`config.mk`:
```
export PLATFORM = sky130hd
export DESIGN_NAME = seq_detect_1011
export DESIGN_NICKNAME = d
export VERILOG_FILES = /design/src/rtl/seq_detect_1011.sv
export SDC_FILE = /design/constraint.sdc
export NUM_CORES = 1
export LEC_CHECK = 0
export CORE_AREA = 2 2 39 41
export DETAILED_ROUTE_END_ITERATION = 12
export DIE_AREA = 0 0 41 43
export GPL_ROUTABILITY_DRIVEN = 1
export PLACE_DENSITY = 0.71
export SYNTH_ARGS = -nofsm -noshare
export SYNTH_HDL_FRONTEND = slang
export SYNTH_SLANG_ARGS = --single-unit
```
`constraint.sdc`:
```
create_clock -name CLK -period 3.2 [get_ports CLK]
set_input_delay 0.48 -clock CLK [delete_from_list [all_inputs] [get_ports CLK]]
set_output_delay 0.48 -clock CLK [all_outputs]
set_load 0.01 [all_outputs]
```
`src/rtl/seq_detect_1011.sv`:
```
// Serial 1-0-1-1 detector (overlapping) fed by an upstream flip-flop's Q.
// Moore FSM plus a 4-bit sample window and a saturating detection counter.
module seq_detect_1011 #(
    parameter int CNT_W = 4
) (
    input  logic             CLK,
    input  logic             CR,
    input  logic             EN,
    input  logic             D,
    output logic [3:0]       SR,
    output logic [2:0]       STATE,
    output logic             DET,
    output logic [CNT_W-1:0] CNT
);

    typedef enum logic [2:0] {
        S0 = 3'b000,
        S1 = 3'b001,
        S2 = 3'b010,
        S3 = 3'b011,
        S4 = 3'b100
    } state_t;

    state_t           state_q, state_d;
    logic [3:0]       sr_q, sr_d;
    logic [CNT_W-1:0] cnt_q, cnt_d;
    logic             legal;
    logic             hit;

    // Encodings 101..111 are not reachable but must recover even with EN low.
    assign legal = (state_q[2] == 1'b0) || (state_q[1:0] == 2'b00);
    assign hit   = EN && D && (state_q == S3);

    always_comb begin
        state_d = state_q;
        case (state_q)
            S0:      state_d = D ? S1 : S0;
            S1:      state_d = D ? S1 : S2;
            S2:      state_d = D ? S3 : S0;
            S3:      state_d = D ? S4 : S2;
            S4:      state_d = D ? S1 : S2;
            default: state_d = S0;
        endcase
    end

    always_comb begin
        sr_d  = {sr_q[2:0], D};
        cnt_d = cnt_q;
        if (hit && (cnt_q != {CNT_W{1'b1}})) begin
            cnt_d = cnt_q + CNT_W'(1);
        end
    end

    always_ff @(posedge CLK) begin
        if (CR) begin
            state_q <= S0;
            sr_q    <= 4'b0000;
            cnt_q   <= '0;
        end else begin
            if (EN || !legal) begin
                state_q <= state_d;
            end
            if (EN) begin
                sr_q  <= sr_d;
                cnt_q <= cnt_d;
            end
        end
    end

    assign SR    = sr_q;
    assign STATE = state_q;
    assign DET   = (state_q == S4);
    assign CNT   = cnt_q;

endmodule

```
Yosys cells after proc, flatten, opt, wreduce, memory -nomap -nowiden
Index checks and enable logic that the tools add are counted.

Output and inout port bits: 12. Register bits: 11. Bits of input ports: 4.

Mux-type cells: 5. Reductions and logical operators: 10. Bitwise gates (word level): 1. Equality and inequality tests: 5. Add/subtract/negate cells: 1.

Operator list (number): $pmux 3 s4 (1); $eq 3x2->1 const B (2); $add 4x1->4 const B (1); $mux 2 (2); $ne 4x4->1 const B (1); $eq 3x1->1 const B (1); $eq 3x3->1 const B (1); $logic_and 1x1->1 (3); $logic_not 3->1 (1); $mux 3 (1); $logic_not 2->1 (1); $logic_or 1x1->1 (2); $reduce_and 2->1 (1); $reduce_or 2->1 (1); $logic_not 1->1 (1); $mux 1 (1); $not 1->1 (1).

Logic depth before layout (Yosys ltp)
Gate-level depths: netlist of run 1.

Word-level depth: 4. Gate-level depth with buffers: 4.

Worst setup path after synthesis of run 1
No wires, ideal clock.

Kind: register to output. Start point: register state_q[0] (netlist: STATE[0]). End point: output DET. Data required time: 2.720 ns. Arrival time: 0.900 ns. Stages on the path, launching flop included: 3. Path buffers: 1. Path slack: 1.820 ns. Cell sequence: dfxtp_1 > buf_2 > nor3b_1.

Longest elaborated chain between the ends: 1.

RTL lines: start, declared (RTL line 24) `state_t state_q, state_d;`; start signal, assigned (RTL line 61) `state_q <= state_d;`; $eq 3x3->1 (RTL line 72) `assign DET = (state_q == S4);`; end, declared (RTL line 12) `output logic DET,`.

Every way passes these cells.

Worst setup path after layout of run 1
Ends and elaborated chain as after synthesis.

==> metrics.md, run 1 <==
| Metric | Value |
|---|---|
| Synth Cell Area | `between 500 and 600 sq um` |
| Setup TNS | `0 ns` |
| Netlist cell types | `27` |
| Initial antenna violation count | `0` |
| Crit path DAT | `about 1.6 ns` |
| Post-Syn Area per Cell | `9.470 sq um` |
| Setup bufs post-CTS | `0` |
| CP Class | `reg2out` |
| CTS sink cnt | `11` |
| Crit-path max cell delay | `roughly 0.6 ns` |
| Crit path buffers/inverters | `1` |
| Area post-placement | `around 700 sq um` |
| Rel. slew slack | `0.6964` |
| DP Worst Slack | `0.9976 ns` |
| Max Cap Viol | `0` |
| Combinational share of power | `0.110` |
| Lkg Pwr | `0.2682 nW` |
| Syn Nets | `63` |
| Warnings from Yosys | `0` |
| Clock tree buffer depth | `2` |
| Switching Share | `0.2277` |
| Psw | `0.06056 mW` |
| CTS resizes | `0` |
| Worst Tran Pin Value | `0.4539 ns` |
| Post-layout util | `0.5271` |
| Register bit total from synthesis | `11` |
| Minimum clock period | `about 2.1 ns` |
| Peak VDD IR | `around 0.00019 V` |
| Vias per cell | `a little over 5` |
| Number of diodes | `0` |
| FMAX | `about 480 MHz` |
| Later-pin clock latency in the skew report | `0.26 ns` |
| Final worst setup slack | `about 1.1 ns` |
| Clock Skews | `0.003327 ns` |
| Worst Setup Start Kind | `flop` |
| Status | `finished, final reports clean` |
| Die H | `around 43 microns` |
| Final setup violation count | `0` |
| Root buf cell | `clkbuf_4` |
| Placer Congestion | `approximately 0.74` |
| Max Slew Vio Count | `0` |
| Reg power frac | `0.551` |
| Vias | `~460` |
| Final hold slack | `between 0.5 and 0.6 ns` |
| WL per Instance | `about 11 microns` |
| Worst hold path type | `reg2reg` |
| First-pass GRT wire length | `roughly 1.5 mm` |
| CTS tree | `done` |
| Initial DRC Count | `11` |
| Fin. Hold Viols | `0` |
| Largest fanout on the critical path | `13` |
| Final Net Count | `80` |
| Area delta synth->final | `32.80%` |
| Share of cells above drive strength 1 | `0.09459` |
| Filler cells | `roughly 140` |
| Total track usage | `0.1249` |
| Final period util | `0.6549` |
| Number of top-level pins | `16` |
| Clk pwr share | `0.339` |
| Critical path's top delay family | `buffers and inverters` |
| CTS Buf Count | `3` |
| Routed wire length | `1.015 mm` |
| WP data required | `roughly 2.7 ns` |
| Unrepaired setup endpoints after global routing | `false` |
| Pin count of the biggest net entering global routing | `14` |
| Gr ovfl total | `0` |
| Die footprint | `between 1500 and 2000 sq um` |
| Cell Pwr Density | `roughly 360 nW/um^2` |
| # rows | `14` |
| # port buffers | `15` |
| Final Power | `about 0.27 mW` |
| Critical path capture point type | `primary output` |
| Post-DP HPWL | `723.8 microns` |
| H-tree depth | `1` |
| Vias in the first global route | `roughly 370` |
| Sequential-to-total area share from yosys stat | `0.4009` |
| Dpl cells | `86` |
| Cells after synthesis | `58` |
| Final Cell Area | `~730 sq um` |
| Core Area | `1384 sq um` |
| Hold Buf Count CTS | `0` |
| CP max-delay cell | `clkdlybuf4s50_1` |
| DRC viols | `0` |
| Drt pass-1 iters | `4` |
| Final std cells w/o fill | `90` |
| Cell internal pwr | `0.2054 mW` |
| Critical path cell sequence | `nor3b_1 > clkdlybuf4s50_1` |
| Die X-Extent | `just over 40 microns` |
| ANT nets after route | `0` |
| Initial Util | `0.3969` |
| Clock slew seen by the registers of the worst setup and hold paths | `roughly 0.070 ns` |
==> cell families after synthesis <==
family	Yosys count	synth area share
AND/OR/NAND/NOR	25	0.2893
multiplexers	6	0.1184
adder cells (fa/ha/maj)	1	0.02278
AO/OA/AOI/OAI	10	0.1253
flip-flops	11	0.4009
buffers and inverters	5	0.04328
==> synth_stat cells <==
cell,count,area [sq um]
dfxtp_1,11,220.2
nor2_1,7,26.28
mux2i_1,5,50.05
a21oi_1,4,20.02
nand2b_1,4,25.02
a31oi_1,2,12.51
and3_1,2,12.51
inv_1,2,7.510
nand3_1,2,10.01
nand3b_1,2,15.01
a22oi_1,1,7.510
a311o_1,1,10.01
a311oi_1,1,8.760
and3_4,1,11.26
and4b_4,1,13.76
buf_2,1,5.000
buf_4,1,7.510
clkbuf_1,1,3.750
ha_1,1,12.51
mux2_4,1,15.01
nand4_1,1,6.260
nand4bb_1,1,11.26
nor2b_1,1,6.260
nor3_1,1,5.000
nor3b_1,1,7.510
nor4b_1,1,8.760
o21ba_2,1,10.01
==> registers in the layout, indices dropped and copies added (netlist names) <==
name and cells:
SR 4, STATE 3, CNT 4
==> metal layers <==
| layer | GRT usage | wire length, microns | up-vias |
|---|---|---|---|
| met4 | 0.08000 | 12 | 0 |
| li1 | - | - | 244 |
| met3 | 0.03141 | 39 | 2 |
| met5 | 0 | 0 | - |
| met1 | 0.1721 | 495 | 206 |
| met2 | 0.1656 | 467 | 10 |
==> power by group through the flow <==
stage	Combinational (mW)	Clock, mW	Sequential [mW]
6_report	0.0293	0.0900	0.147
5_1_grt	0.0312	0.101	0.147
4_1_cts	0.0296	0.0956	0.147
3_5_place_dp	0.0295	0	0.150
3_3_place_gp	0.0293	0	0.150
2_1_floorplan	0.0184	0	0.148
==> final timing paths <==
kind | from | cells after the start | end | slack, ns
worst max-delay path | STATE[0] | 2 | DET | 1.10
worst min-delay path | SR[3] | 2 | SR[3] | 0.50
worst min register to register | SR[3] | 2 | SR[3] | 0.50
worst max register to register | STATE[1] | 3 | CNT[0] | 1.83
==> worst reg2reg max path: stages (launching register included) <==
cell	delay [ns]
dfxtp_1	0.46
and4b_4	0.32
and3_4	0.21
mux2_4	0.29
==> placed cells by master, fill, tap and decap left out <==
master | synthesis | routed
clkbuf_4 | 0 | 3
and3_1 | 2 | 2
dfxtp_1 | 11 | 11
a311o_1 | 1 | 1
nor4b_1 | 1 | 1
and3_4 | 1 | 1
nand4_1 | 1 | 1
nand2b_1 | 4 | 4
inv_1 | 2 | 2
o21ba_2 | 1 | 1
nand3b_1 | 2 | 2
a22oi_1 | 1 | 1
and4b_4 | 1 | 1
nor2b_1 | 1 | 1
mux2_4 | 1 | 1
nand3_1 | 2 | 2
clkdlybuf4s50_1 | 0 | 15
nor3b_1 | 1 | 1
nor2_1 | 7 | 7
nor3_1 | 1 | 1
a21oi_1 | 4 | 4
ha_1 | 1 | 1
clkbuf_1 | 1 | 1
a31oi_1 | 2 | 2
mux2i_1 | 5 | 5
nand4bb_1 | 1 | 1
a311oi_1 | 1 | 1
==> layout make-up <==
cell class	count	area, sq um	area share
Inverter	2	7.507	0.01029
Tap cell	16	20.02	0.02744
Clock buffer	4	26.28	0.03602
Sequential cell	11	220.2	0.3019
Timing Repair Buffer	15	150.1	0.2058
Multi-Input combinational cell	42	305.3	0.4185
Power figures use the tool's default switching activity.
==> inputs of run 2 (changes only) <==
- CORE_AREA: 2 2 39 41 -> 2 2 41 43
- DIE_AREA: 0 0 41 43 -> 0 0 43 45
- PLACE_DENSITY: 0.71 -> 0.68
- clock period: 3.2 -> 1.7 ns (I/O delays scaled with it)
==> run 2 against run 1 <==
Effect of this change:
- via count grew 9.7%
- combinational power grew to 2.6 times the previous value
- clock power grew 92%
- core utilization grew 1.8 points
- count of clock-buffer cells in the layout is the same
- worst setup slack lost 1.0 ns
- final area grew 9.9%
- clock skew shrank 0.0028 ns
- first-iteration DRC count shrank 27%
- sequential share of layout area shrank 2.7 points
- critical path type unchanged
- critical endpoint unchanged
- largest power group unchanged
- highest routed layer unchanged
==> metrics.md, run 2 (synthesized netlist as in run 1, its figures left out) <==
| Metric | Value |
|---|---|
| Die H | `45 microns (+4.7%)` |
| Number of diodes | `0 (unchanged)` |
| Die footprint | `1935 sq um (+9.8%)` |
| DRC viols | `0 (unchanged)` |
| Largest fanout on the critical path | `2 (-11)` |
| Final period util | `0.9593` |
| WL per Instance | `11.73 microns (+4.0%)` |
| Sequential standard cell area | `220.2 sq um (unchanged)` |
| Drt pass-1 iters | `4 (unchanged)` |
| Final Net Count | `89 (+11%)` |
| Max Cap Viol | `0 (unchanged)` |
| Number of top-level pins | `16 (unchanged)` |
| Routed wire length | `1.161 mm (+14%)` |
| Clock tree buffer depth | `2 (unchanged)` |
| Final setup violation count | `0 (unchanged)` |
| First-pass GRT wire length | `1.856 mm (+23%)` |
| Critical path cell sequence | `nor3b_2 > clkdlybuf4s50_1` |
| Crit path DAT | `1.38 ns (-0.24 ns)` |
| Total track usage | `0.1294 (+0.004568)` |
| Lkg Pwr | `0.3183 nW (+19%)` |
| Peak VDD IR | `0.0003739 V (+92%)` |
| Area post-placement | `770.7 sq um (+9.6%)` |
| H-tree depth | `1 (unchanged)` |
| CTS sink cnt | `11 (unchanged)` |
| Minimum clock period | `around 1.6 ns` |
| Root buf cell | `clkbuf_4` |
| CP Class | `reg2out` |
| Initial DRC Count | `8 (-3)` |
| WP data required | `1.44 ns (-1.28 ns)` |
| Initial Util | `0.3733 (-0.02363)` |
| Setup TNS | `0 ns (unchanged)` |
| CTS Buf Count | `3 (unchanged)` |
| Area delta synth->final | `46.01%` |
| Most frequent cells in the layout | `clkdlybuf4s50_1, dfxtp_1, buf_4` |
| Share of cells above drive strength 1 | `0.2048 (+0.1102)` |
| Die X-Extent | `43 microns (+4.9%)` |
| # port buffers | `15 (unchanged)` |
| Worst Setup Start Kind | `flop` |
| Max Slew Vio Count | `0 (unchanged)` |
| Fin. Hold Viols | `0 (unchanged)` |
| Worst Tran Pin Value | `0.3007 ns (-0.1532 ns)` |
| Final Cell Area | `802.0 sq um (+9.9%)` |
| Status | `finished, final reports clean` |
| Cell Pwr Density | `644.5 nW/um^2 (+77%)` |
| Worst hold path type | `reg2reg` |
| FMAX | `613.2 MHz` |
| Crit path buffers/inverters | `1 (unchanged)` |
| Crit-path max cell delay | `0.57 ns (-0.03 ns)` |
| Initial antenna violation count | `0 (unchanged)` |
| CTS tree | `done` |
| Later-pin clock latency in the skew report | `0.26 ns (about the same)` |
| Filler cells | `147 (+7.3%)` |
| Vias in the first global route | `441 (+18%)` |
| Rel. slew slack | `0.7967 (+0.1003)` |
| Final hold slack | `0.5042 ns (+0.001086 ns)` |
| Vias | `507 (+9.7%)` |
| Post-DP HPWL | `841.6 microns (+16%)` |
| CP max-delay cell | `clkdlybuf4s50_1` |
| Most common cell after layout, fill and taps aside | `clkdlybuf4s50_1` |
| Clock slew seen by the registers of the worst setup and hold paths | `0.07 ns (about the same)` |
| Critical path capture point type | `primary output` |
| ANT nets after route | `0 (unchanged)` |
| # rows | `14 (unchanged)` |
| Clock Skews | `0.0004952 ns (-0.002832 ns)` |
| Placer Congestion | `0.7672 (+3.1%)` |
| Critical path's top delay family | `buffers and inverters` |
| Core Area | `1471 sq um (+6.3%)` |
| Multi-input gate area | `310.3 sq um (+1.6%)` |
| Hold Buf Count CTS | `0 (unchanged)` |
| Pin count of the biggest net entering global routing | `13 (-1)` |
| Vias per cell | `5.121 (-0.24%)` |
| Gr ovfl total | `0 (unchanged)` |
run 2: worst paths after layout:
kind / startpoint / endpoint / slack [ns] / cells after the start
worst min register to register: SR[3] / SR[3] / 0.50 / 2
worst max-delay path: STATE[0] / DET / 0.07 / 2
worst min-delay path: SR[3] / SR[3] / 0.50 / 2
worst max register to register: STATE[2] / CNT[3] / 0.33 / 5
run 2: worst reg2reg max path: stages (launching register included):
cell and delay [ns]:
dfxtp_1 0.31, buf_4 0.14, and4b_4 0.32, buf_4 0.12, nor4b_1 0.27, nor3_1 0.09
run 2: routing by layer:
layer	track usage	wire length, microns
met5	0	0
met2	0.2000	564
met4	0.1091	20
met3	0.01600	47
met1	0.1617	528
run 2: cell type report:
class	instances	area share
Clock buffer	4	0.03276
Timing Repair Buffer	24	0.2715
Multi-Input combinational cell	42	0.3869
Tap cell	16	0.02496
Sequential cell	11	0.2746
Inverter	2	0.009360
run 2: repair_timing:
item,4_1_cts,5_1_grt
buffers inserted,0,0
resized for setup,0,1
endpoints found under the setup margin,0,1
run 2: power breakdown:
part           switching, mW  internal (mW)  leakage, nW
clock                 0.0820         0.0906       0.0150
sequential           0.00455          0.264       0.0892
combinational         0.0342         0.0416        0.214
total                  0.121          0.396        0.318
run 2: through the flow:
stage	setup WS (ns)	power, mW	util	instances
floorplan	0.3678	0.3131	-	58
global route	-0.001920	0.5462	0.5451	99
global placement	0.1396	0.3497	0.5238	95
CTS	0.006634	0.5252	0.5417	99
finish	0.06920	0.5169	0.5451	99
detailed placement	0.1170	0.3501	0.5238	95
==> inputs of run 3 (changes only) <==
- SKIP_CTS_REPAIR_TIMING: unset -> 1
==> results of run 3 <==
Final layout, timing and power as in run 2 (identical DEF).
